$ cat src/rtl/prio_encode_arb.sv
// prio_encode_arb
//   Registered priority encoder / arbiter. Incoming request bits are latched
//   into a sticky pending vector; the highest (or lowest, LSB_FIRST=1) pending
//   index is offered over a valid/ready handshake and cleared on acceptance.
//
//   state | meaning
//   ------+--------------------------------------------------------
//   IDLE  | nothing offered, out_valid=0, out_idx=0
//   OFFER | out_idx is offered, held stable until accepted or cleared
//
// Ports
//   clk         clock, rising edge
//   rst         synchronous active-high reset
//   ena         accept new requests and make new offers
//   req         request bits, each 1 sets its pending bit
//   clr_all     clear the whole pending vector and drop any offer
//   out_valid   an index is offered
//   out_ready   consumer accepts when out_valid & out_ready
//   out_idx     offered index, 0 when out_valid=0
//   pending     registered pending vector
//   any_pending OR of the pending vector
module prio_encode_arb #(
    parameter int WIDTH     = 8,
    parameter int IDX_W     = $clog2(WIDTH),
    parameter bit LSB_FIRST = 1'b0
) (
    input  logic             clk,
    input  logic             rst,
    input  logic             ena,
    input  logic [WIDTH-1:0] req,
    input  logic             clr_all,
    output logic             out_valid,
    input  logic             out_ready,
    output logic [IDX_W-1:0] out_idx,
    output logic [WIDTH-1:0] pending,
    output logic             any_pending
);

    typedef enum logic {IDLE, OFFER} state_t;

    state_t           state_q, state_n;
    logic [WIDTH-1:0] pending_q, pending_n;
    logic [WIDTH-1:0] acc_mask, req_gated;
    logic [IDX_W-1:0] idx_q, idx_n;
    logic             acc;

    // Scan order decides priority: the last set bit visited wins.
    function automatic logic [IDX_W-1:0] sel(input logic [WIDTH-1:0] v);
        logic [IDX_W-1:0] r;
        r = '0;
        if (LSB_FIRST) begin
            for (int i = WIDTH - 1; i >= 0; i--)
                if (v[i]) r = IDX_W'(i);
        end else begin
            for (int i = 0; i < WIDTH; i++)
                if (v[i]) r = IDX_W'(i);
        end
        return r;
    endfunction

    assign acc       = (state_q == OFFER) & out_ready;
    assign acc_mask  = acc ? ({{(WIDTH-1){1'b0}}, 1'b1} << idx_q) : '0;
    // AND-gating keeps an unknown req out of the pending vector while ena=0.
    assign req_gated = req & {WIDTH{ena}};

    always_comb begin
        // Served bit is cleared before new requests are OR-ed in, so a
        // same-cycle request on the accepted bit re-arms it.
        pending_n = clr_all ? '0 : ((pending_q & ~acc_mask) | req_gated);
        state_n   = state_q;
        idx_n     = idx_q;
        case (state_q)
            IDLE: begin
                if (ena && (|pending_n) && !clr_all) begin
                    state_n = OFFER;
                    idx_n   = sel(pending_n);
                end
            end
            OFFER: begin
                if (clr_all) begin
                    state_n = IDLE;
                    idx_n   = '0;
                end else if (acc) begin
                    if (ena && (|pending_n)) begin
                        idx_n = sel(pending_n);
                    end else begin
                        state_n = IDLE;
                        idx_n   = '0;
                    end
                end
            end
            default: begin
                state_n = IDLE;
                idx_n   = '0;
            end
        endcase
    end

    always_ff @(posedge clk) begin
        if (rst) begin
            state_q   <= IDLE;
            pending_q <= '0;
            idx_q     <= '0;
        end else begin
            state_q   <= state_n;
            pending_q <= pending_n;
            idx_q     <= idx_n;
        end
    end

    assign out_valid   = (state_q == OFFER);
    assign out_idx     = idx_q;
    assign pending     = pending_q;
    assign any_pending = |pending_q;

endmodule

$ cat config.mk
export PLATFORM = sky130hd
export DESIGN_NAME = prio_encode_arb
export DESIGN_NICKNAME = d
export VERILOG_FILES = /design/src/rtl/prio_encode_arb.sv
export SDC_FILE = /design/constraint.sdc
export NUM_CORES = 1
export LEC_CHECK = 0
export ABC_AREA = 1
export BUFFER_PORTS_ARGS = -buffer_cell sky130_fd_sc_hd__clkbuf_2
export CORE_MARGIN = 2
export CORE_UTILIZATION = 48
export DETAILED_ROUTE_END_ITERATION = 10
export PLACE_DENSITY_LB_ADDON = 0.2
export SLEW_MARGIN = 5
export SYNTH_ARGS = -nofsm -noshare
export SYNTH_HDL_FRONTEND = slang
export SYNTH_SLANG_ARGS = --single-unit
$ cat constraint.sdc
create_clock -name clk -period 2 [get_ports clk]
set_clock_uncertainty 0.15 [all_clocks]
set_input_delay 0.6 -clock clk [delete_from_list [all_inputs] [get_ports clk]]
set_output_delay 0.6 -clock clk [all_outputs]
set_load 0.01 [all_outputs]
==> results of run 1 <==
## flip-flops by register name (all words and copies together), names as in the netlist
register,flops
out_valid,1
pending,8
out_idx,3
## placed cells by master, fill, tap and decap left out
master | synthesis | routed
nand3_1 | 1 | 1
a21oi_1 | 5 | 3
nand2_1 | 28 | 28
nand2_4 | 1 | 1
nor2_1 | 28 | 28
nand2_2 | 5 | 5
inv_1 | 21 | 21
clkbuf_2 | 0 | 24
dfxtp_2 | 0 | 1
inv_2 | 2 | 2
buf_4 | 1 | 13
o21ai_0 | 1 | 1
dfxtp_1 | 12 | 11
clkbuf_4 | 0 | 3
nor2_2 | 4 | 3
a21oi_4 | 1 | 1
buf_12 | 0 | 1
nor2_4 | 1 | 2
nor4_1 | 2 | 1
nor4_2 | 0 | 1
a21oi_2 | 5 | 7
nor3_1 | 1 | 1
buf_2 | 0 | 1
a31o_2 | 1 | 1
## area by class of cell
cell class / count / area share
tap: 16 / 0.0192
multi-input combinational: 84 / 0.412
clock buffer: 3 / 0.0216
sequential: 12 / 0.232
timing repair buffer: 39 / 0.233
inverter: 23 / 0.0828
## per-stage QoR
stage	setup slack [ns]	hold WS (ns)	total power, mW	instance area, sq um	cells
global placement	-0.0603	0.347	0.432	992	173
detailed placement	-0.102	0.370	0.437	992	173
floorplan	0.141	0.362	0.364	748	121
CTS	0.0496	0.380	0.584	1010	176
global route	0.000404	0.389	0.617	1040	177
finish	0.0828	0.367	0.590	1040	177
## worst max path at each step
stage	cells past startpoint	from	slack [ns]	endpoint
CTS	3	pending[1]	0.05	any_pending
detailed placement	13	out_ready	-0.10	out_idx[1]
finish	3	pending[7]	0.08	any_pending
global route	13	out_ready	0.0004	out_idx[0]
global placement	13	out_ready	-0.06	out_idx[2]
floorplan	13	clr_all	0.14	out_idx[2]
## cell families (layout without fill, tap and decap cells)
family / Yosys count / in the layout / synth area share
compound gates: 13 / 13 / 0.132
simple gates: 71 / 71 / 0.416
flops: 12 / 12 / 0.321
buf+inv: 25 / 65 / 0.130
## power breakdown
part           internal, mW  switching [mW]
clock network        0.0699          0.0793
logic                0.0780          0.0944
registers             0.253          0.0158
## worst max-delay path, stage by stage, from the launching register on
cell and delay [ns]:
dfxtp_1 0.34, nor4_1 0.34, nand2_1 0.08, clkbuf_2 0.13
## what timing repair did
item                       in CTS  in global routing
setup endpoints to repair       0                  4
buffers inserted                0                  1
gates resized for setup         0                  6
hold endpoints to repair        0                  0
## routing by layer
metal  GRT usage  vias up
met4       0.121        0
met5           0        -
met3      0.0250        9
met1       0.272      376
met2       0.442       24
li1            -      444
==> metrics.txt, run 1 <==
outcome=completed; Post-Syn Instances=121; area of the multi-input gates=429 sq um; hpwl dp=1620 um; worst reg2reg setup slack=0.20 ns; top layer in use=met4; # DRC=0; Critical Path RT=1.25 ns; Pins Over Slew Limit=0; # clock sinks=12; Yosys Warn Count=0; setup TNS=0 ns; fillers=142; layout cell share with drive strength beyond 1=0.410; final period utilization=0.959; worst hold path endpoint=out_idx[2]; Clk pin slew, worst setup/hold paths=0.07 ns; core area=0.00149 sq mm; Area growth syn-to-layout=39.3%; RSZ-0062 raised after global routing=yes; row count=14; post-synthesis async set-or-reset flop share=0; Antenna Nets Post-Route=0; root buffer cell=clkbuf_4; Hold Crit Start=out_idx[2]; hold_buf cts=0; Hold Path Depth=2; Primary FF master, synth=dfxtp_1; PD cells=566 mW/mm^2; Skew-Pair Late Insertion Delay=0.28 ns; flops & latches, synth=12; Max-slew headroom=0.797; DRT iter0 DRCs=14; CP Launch Type=flip-flop; Synth Cell Area=748 sq um; post-synthesis sequential area ratio=0.321; post-layout utilization of the core=0.700; routed len/inst=11.5 um; Worst Tran Pin Value=0.302 ns; Min-Delay Path Class=flip-flop to flip-flop; Ant. Diodes=0; die area=0.00189 sq mm; nets=176; placer congestion estimate=0.906; RR Endpoint=out_idx[1]; Pre-antenna DRT Iters=4; Num CTS Buffers=3; Die Ht=43.5 um; met3 routed WL=79 um; Final setup viols=0; final WL=2040 um; IO Count=26; CP endpoint kind=primary output; largest net degree at the start of global routing=13; wl on met1=841 um; vias per cell=4.82; fin crit period=1.92 ns; cell taking the most area after synthesis=dfxtp_1; first-pass GRT wire length=3380 um; Lkg Pwr=0.553 nW; CTS tree=done; CP max FO=3; initial core utilization=0.503; Hold Violations, Final=0; path depth of the worst reg2reg path=12; Avg Cell Area, Syn=6.18 sq um; kind of critical path=flip-flop to primary output; worst flop-to-flop path startpoint=out_valid; Max Cap Viol=0; syn_nets=134; sequential cell area=241 sq um; Netlist cell types=19; Fmax=522 MHz; Max Buffers Root-to-Sink=2; H-tree levels=1; vias in the first global route=833; Tot GR Track Use=0.240; quantity of I/O buffers inserted on ports=25; worst vdd ir=356 uV; GR Overflow Total=0; metal2 WL=1050 um; initial antenna violation count=0; vias=853; Critical Path AT=1.17 ns; EDFF count, synth=0; Post-synth top cells=28 x nand2_1, 28 x nor2_1, 21 x inv_1; chip width=43.5 um; largest cells by area after synthesis=dfxtp_1 32%, nand2_1 14%, nor2_1 14%; top cell type's share of synthesized area=0.321
(Power assumes the default switching activity.)
==> inputs of run 2 (changes only) <==
--- a/config.mk
+++ b/config.mk
@@ -5,7 +5,7 @@
 export SDC_FILE = /design/constraint.sdc
 export NUM_CORES = 1
 export LEC_CHECK = 0
-export ABC_AREA = 1
+export ABC_AREA = 0
 export BUFFER_PORTS_ARGS = -buffer_cell sky130_fd_sc_hd__clkbuf_2
 export CORE_MARGIN = 2
 export CORE_UTILIZATION = 48
==> run 2 against run 1 <==
  * Sequential power is 3% higher
  * First-iteration DRC count is 7.1% lower
  * Hold slack better by 0.023 ns
  * Wire length is 7.2% lower
  * Largest cell class unchanged
==> metrics.txt, run 2 <==
row count=14 (unchanged); H-tree levels=1 (unchanged); most frequent cells in the layout=24 x clkbuf_2, 12 x a21oi_1, 11 x nor2_1, 11 x buf_4, 10 x nand2_1 (was 28 x nand2_1, 28 x nor2_1, 24 x clkbuf_2, 21 x inv_1, 13 x buf_4); IO Count=26 (unchanged); die area=0.00191 sq mm (was 0.00189 sq mm); Skew-Pair Late Insertion Delay=0.27 ns (was 0.28 ns); Fmax=521 MHz (was 522 MHz); Tot GR Track Use=0.216 (was 0.240); final hold slack=0.390 ns (was 0.367 ns); max reg flops=8 (unchanged); final period utilization=0.960 (was 0.959); Max-slew headroom=0.773 (was 0.797); Lkg Pwr=0.459 nW (was 0.553 nW); Pre-antenna DRT Iters=4 (unchanged); flops & latches, synth=12 (unchanged); placer congestion estimate=0.914 (was 0.906); Worst Tran Pin Value=0.340 ns (was 0.302 ns); Synth Cell Area=756 sq um (was 748 sq um); Final setup viols=0 (unchanged); Max Buffers Root-to-Sink=2 (unchanged); cell taking the most area after synthesis=dfxtp_1 (unchanged); RSZ-0062 raised after global routing=no (was yes); kind of critical path=flip-flop to primary output (unchanged); outcome=completed (unchanged); placed cells=145 (was 173); chip width=43.7 um (was 43.5 um); Avg Cell Area, Syn=7.79 sq um (was 6.18 sq um); CTS tree=done (unchanged); Min-Delay Path Class=flip-flop to flip-flop (unchanged); CP max FO=5 (was 3); top cell type's share of synthesized area=0.318 (was 0.321); Post-Syn Instances=97 (was 121); EDFF count, synth=0 (unchanged); core area=0.00149 sq mm (unchanged); first-pass GRT wire length=3010 um (was 3380 um); vias per cell=5.64 (was 4.82); syn_nets=110 (was 134); commonest non-fill, non-tap cell in the layout=clkbuf_2; DRT iter0 DRCs=13 (was 14); Die Ht=43.7 um (was 43.5 um); worst vdd ir=382 uV (was 356 uV); CP endpoint kind=primary output (unchanged); Layout Cells excl Fill=148 (was 177); largest net degree at the start of global routing=18 (was 13); Critical Path AT=1.17 ns (about the same); Yosys Warn Count=0 (unchanged); Clk pin slew, worst setup/hold paths=0.06 ns (was 0.07 ns); Pins Over Slew Limit=0 (unchanged); Primary FF master, synth=dfxtp_1 (unchanged); Max Cap Viol=0 (unchanged); Critical Path RT=1.25 ns (about the same); Num CTS Buffers=3 (unchanged); # DRC=0 (unchanged); initial core utilization=0.508 (was 0.503); final WL=1890 um (was 2040 um); hold_buf cts=0 (unchanged); hpwl dp=1490 um (was 1620 um); Hold Violations, Final=0 (unchanged); Netlist cell types=32 (was 19); post-synthesis async set-or-reset flop share=0 (unchanged); Post-synth top cells=12 x a21oi_1, 12 x dfxtp_1, 11 x nor2_1 (was 28 x nand2_1, 28 x nor2_1, 21 x inv_1); vias=835 (was 853); vias in the first global route=721 (was 833); initial antenna violation count=0 (unchanged); GR Overflow Total=0 (unchanged); routed len/inst=12.8 um (was 11.5 um); post-synthesis sequential area ratio=0.318 (was 0.321); CP Launch Type=flip-flop (unchanged); PD cells=610 mW/mm^2 (was 566 mW/mm^2); fin crit period=1.92 ns (about the same); layout cell share with drive strength beyond 1=0.409 (was 0.410); largest cells by area after synthesis=dfxtp_1 32%, a21oi_1 7.9%, nor2_1 5.5% (was dfxtp_1 32%, nand2_1 14%, nor2_1 14%); # clock sinks=12 (unchanged); nets=147 (was 176); Antenna Nets Post-Route=0 (unchanged); root buffer cell=clkbuf_4 (unchanged); Ant. Diodes=0 (unchanged); Area growth syn-to-layout=32.3% (was 39.3%); quantity of I/O buffers inserted on ports=25 (unchanged)
## run 2: cell types whose count changed in the layout (fill, tap and decap cells not counted), moves of 3 or more
cell / previous run / this run
a21oi_1: 3 / 12
a21oi_2: 7 / 0
inv_1: 21 / 3
nand2_1: 28 / 10
nand2_2: 5 / 0
nand2b_1: 0 / 4
nor2_1: 28 / 11
nor2_2: 3 / 0
nor3_2: 0 / 3
o21a_1: 0 / 3
o21ai_0: 1 / 5
o22ai_1: 0 / 4
## run 2: through the flow
stage / setup TNS, ns / worst slack (ns) / util / area (sq um) / total power [mW]
after global routing: 0 / 0.0329 / 0.671 / 1000 / 0.650
after floorplan: 0 / 0.0701 / - / 756 / 0.388
after detailed placement: -0.479 / -0.223 / 0.645 / 960 / 0.463
after CTS: 0 / 0.0223 / 0.660 / 982 / 0.606
after global placement: -0.266 / -0.131 / 0.645 / 960 / 0.460
final: 0 / 0.0794 / 0.671 / 1000 / 0.610
## run 2: metal layers
metal	routed length, um	global-route usage
met1	903	0.275
met2	863	0.350
met3	89	0.0250
met4	38	0.127
met5	0	0
## run 2: worst paths after layout
kind	startpoint	endpoint	slack [ns]	cells past startpoint
worst max-delay path	pending[5]	any_pending	0.08	3
worst min-delay path	out_idx[0]	out_idx[0]	0.39	2
worst max register to register	out_valid	out_idx[1]	0.21	6
worst min register to register	out_idx[0]	out_idx[0]	0.39	2
## run 2: worst max-delay path, cell delays in order (launching register included)
cell and delay (ns):
dfxtp_1 0.36, nor4_2 0.30, nand3_1 0.11, clkbuf_2 0.13
## run 2: repair_timing
action / in CTS / in global routing
endpoints found under the setup margin: 0 / 3
buffers inserted: 0 / 0
resized for setup: 0 / 7
hold endpoints to repair: 0 / 0
## run 2: report_power, final
group | leakage [nW] | switching (mW) | internal, mW | total (mW)
clock network | 0.0138 | 0.0763 | 0.0698 | 0.146
logic | 0.346 | 0.0920 | 0.0943 | 0.186
registers | 0.0995 | 0.0225 | 0.255 | 0.277
total | 0.459 | 0.191 | 0.419 | 0.610
## run 2: cell type report
class / count / area (sq um)
sequential: 12 / 244
timing repair buffer: 36 / 210
tap: 16 / 20.0
multi-input combinational: 78 / 492
fill: 141 / 489
clock buffer: 3 / 22.5
inverter: 3 / 11.3
## run 2: cell families after synthesis
group / share of synthesized area
simple gates: 0.303
compound gates: 0.333
flops: 0.318
buf+inv: 0.0463
==> inputs of run 3 (changes only) <==
--- a/config.mk
+++ b/config.mk
@@ -6,9 +6,12 @@
 export NUM_CORES = 1
 export LEC_CHECK = 0
 export ABC_AREA = 0
+export ABC_CLOCK_PERIOD_IN_PS = 2000
 export BUFFER_PORTS_ARGS = -buffer_cell sky130_fd_sc_hd__clkbuf_2
+export CELL_PAD_IN_SITES_DETAIL_PLACEMENT = 0
+export CELL_PAD_IN_SITES_GLOBAL_PLACEMENT = 1
 export CORE_MARGIN = 2
-export CORE_UTILIZATION = 48
+export CORE_UTILIZATION = 34
 export DETAILED_ROUTE_END_ITERATION = 10
 export PLACE_DENSITY_LB_ADDON = 0.2
 export SLEW_MARGIN = 5
==> run 3 against run 2 <==
  * Highest routed layer unchanged
  * Wire length increased by 13%
  * Final cell count increased by 12%
  * Sequential power about the same
  * First-iteration DRC count decreased by 31%
  * Critical path depth unchanged
  * Sequential share of layout area decreased by 1.4 points
  * Non-clock buffer count increased by 6
  * Design area increased by 6.3%
  * Worst setup slack got worse by 0.024 ns
  * Largest cell class unchanged
  * Maximum frequency decreased by 1.2%
==> metrics.txt, run 3 (synthesis results as in run 2) <==
fin crit period=1.94 ns (was 1.92 ns); die area=0.00262 sq mm (was 0.00191 sq mm); Global Route met2 Usage=0.275 (was 0.350); Critical Path AT=1.19 ns (was 1.17 ns); Layout Cells excl Fill=166 (was 148); fillers=229 (was 141); met3 Use GR=0.0351 (was 0.0250); Skew-Pair Late Insertion Delay=0.28 ns (was 0.27 ns); final WL=2140 um (was 1890 um); largest net degree at the start of global routing=18 (unchanged); core area=0.00215 sq mm (was 0.00149 sq mm); initial core utilization=0.352 (was 0.508); M1 GR Usage=0.245 (was 0.275); Clk pin slew, worst setup/hold paths=0.08 ns (was 0.06 ns); Worst Tran Pin Value=0.336 ns (was 0.340 ns); most frequent cells in the layout=24 x clkbuf_2, 18 x buf_4, 12 x a21oi_1, 11 x nor2_1, 10 x nand2_1 (was 24 x clkbuf_2, 12 x a21oi_1, 11 x nor2_1, 11 x buf_4, 10 x nand2_1); hold_buf cts=0 (unchanged); PD cells=597 mW/mm^2 (was 610 mW/mm^2); # clock sinks=12 (unchanged); placer congestion estimate=0.774 (was 0.914); vias in the first global route=772 (was 721); Max Cap Viol=0 (unchanged); Max-slew headroom=0.774 (was 0.773); layout cell share with drive strength beyond 1=0.442 (was 0.409); Min-Delay Path Class=flip-flop to flip-flop (unchanged); final period utilization=0.972 (was 0.960); Area growth syn-to-layout=40.6% (was 32.3%); area of the multi-input gates=494 sq um (was 492 sq um); initial antenna violation count=0 (unchanged); # DRC=0 (unchanged); root buffer cell=clkbuf_4 (unchanged); DRT iter0 DRCs=9 (was 13); Worst path slowest cell=dfxtp_1 (unchanged); first-pass GRT wire length=3440 um (was 3010 um); CP Launch Type=flip-flop (unchanged); Critical Path RT=1.25 ns (about the same); vias=846 (was 835); vias per cell=5.10 (was 5.64); Pre-antenna DRT Iters=4 (unchanged); nets=153 (was 147); Die Ht=51.1 um (was 43.7 um); row count=17 (was 14); IO Count=26 (unchanged); GR Overflow Total=0 (unchanged); placed cells=161 (was 145); CP endpoint kind=primary output (unchanged); Lkg Pwr=0.489 nW (was 0.459 nW); CP peak stage delay=0.37 ns (was 0.36 ns); hpwl dp=1610 um (was 1490 um); CTS tree=done (unchanged); RSZ-0062 raised after global routing=no (unchanged); worst vdd ir=236 uV (was 382 uV); Hold Violations, Final=0 (unchanged); worst reg2reg setup slack=0.16 ns (was 0.21 ns); sequential cell area=244 sq um (unchanged); Fmax=514 MHz (was 521 MHz); chip width=51.1 um (was 43.7 um); kind of critical path=flip-flop to primary output (unchanged); Pins Over Slew Limit=0 (unchanged); max reg flops=8 (unchanged); Final setup viols=0 (unchanged); outcome=completed (unchanged); Tot GR Track Use=0.182 (was 0.216); Num CTS Buffers=3 (unchanged); routed len/inst=12.9 um (was 12.8 um); Cell Chain, Critical Path=nor4_2 -> nand3_1 -> clkbuf_2 (unchanged); commonest non-fill, non-tap cell in the layout=clkbuf_2 (unchanged); Max Buffers Root-to-Sink=2 (unchanged); quantity of I/O buffers inserted on ports=25 (unchanged); final hold slack=0.392 ns (was 0.390 ns); Ant. Diodes=0 (unchanged); Design Power=0.635 mW (was 0.610 mW); H-tree levels=1 (unchanged); CP max FO=5 (unchanged); Antenna Nets Post-Route=0 (unchanged); gr busiest metal=met2 (unchanged)
run 3: changes by cell type in the layout (fill, tap and decap cells not counted):
cell	delta
clkbuf_4	-1
nor2b_2	+1
buf_4	+7
nor2b_1	-1
run 3: per-layer routing:
metal	up-vias	part of all wire
met5	-	0
met4	0	0.026
met3	7	0.051
met2	24	0.43
met1	384	0.49
li1	431	-
run 3: cell type report:
class / count / area share
flip-flops and latches: 12 / 0.230
repair buffers: 42 / 0.240
clock buffers: 3 / 0.0212
inverters: 3 / 0.0106
well taps: 28 / 0.0330
multi-input cells: 78 / 0.465
run 3: critical path: cells and delay by family, from the launching register on:
family / cells / cell delay, ns
and+or+nand+nor: 2 / 0.42
buffers and inverters: 1 / 0.13
DFF: 1 / 0.37
run 3: path summary, 6_finish.rpt:
path / start / to / depth (start not counted)
setup / recovery: pending[5] / any_pending / 3
hold / removal: pending[0] / pending[0] / 2
setup reg to reg: out_valid / out_idx[1] / 6
hold reg to reg: pending[0] / pending[0] / 2
run 3: power by group:
part	leakage, nW	internal, mW	switching (mW)
Sequential	0.0995	0.255	0.0229
Combinational	0.375	0.106	0.0975
Clock	0.0138	0.0699	0.0832
run 3: metrics by stage:
stage / util / setup slack (ns) / setup TNS [ns] / cell area, sq um
final: 0.494 / 0.0555 / 0 / 1060
after global routing: 0.494 / 0.00688 / 0 / 1060
after CTS: 0.481 / 0.0417 / 0 / 1030
after detailed placement: 0.468 / -0.229 / -0.522 / 1000
after floorplan: - / 0.0701 / 0 / 756
after global placement: 0.468 / -0.174 / -0.389 / 1000
run 3: timing repair:
item                                    CTS  global route
endpoints found under the setup margin    1             2
pin swaps                                 0             2
setup buffers                             0             2
resized for setup                         1             8
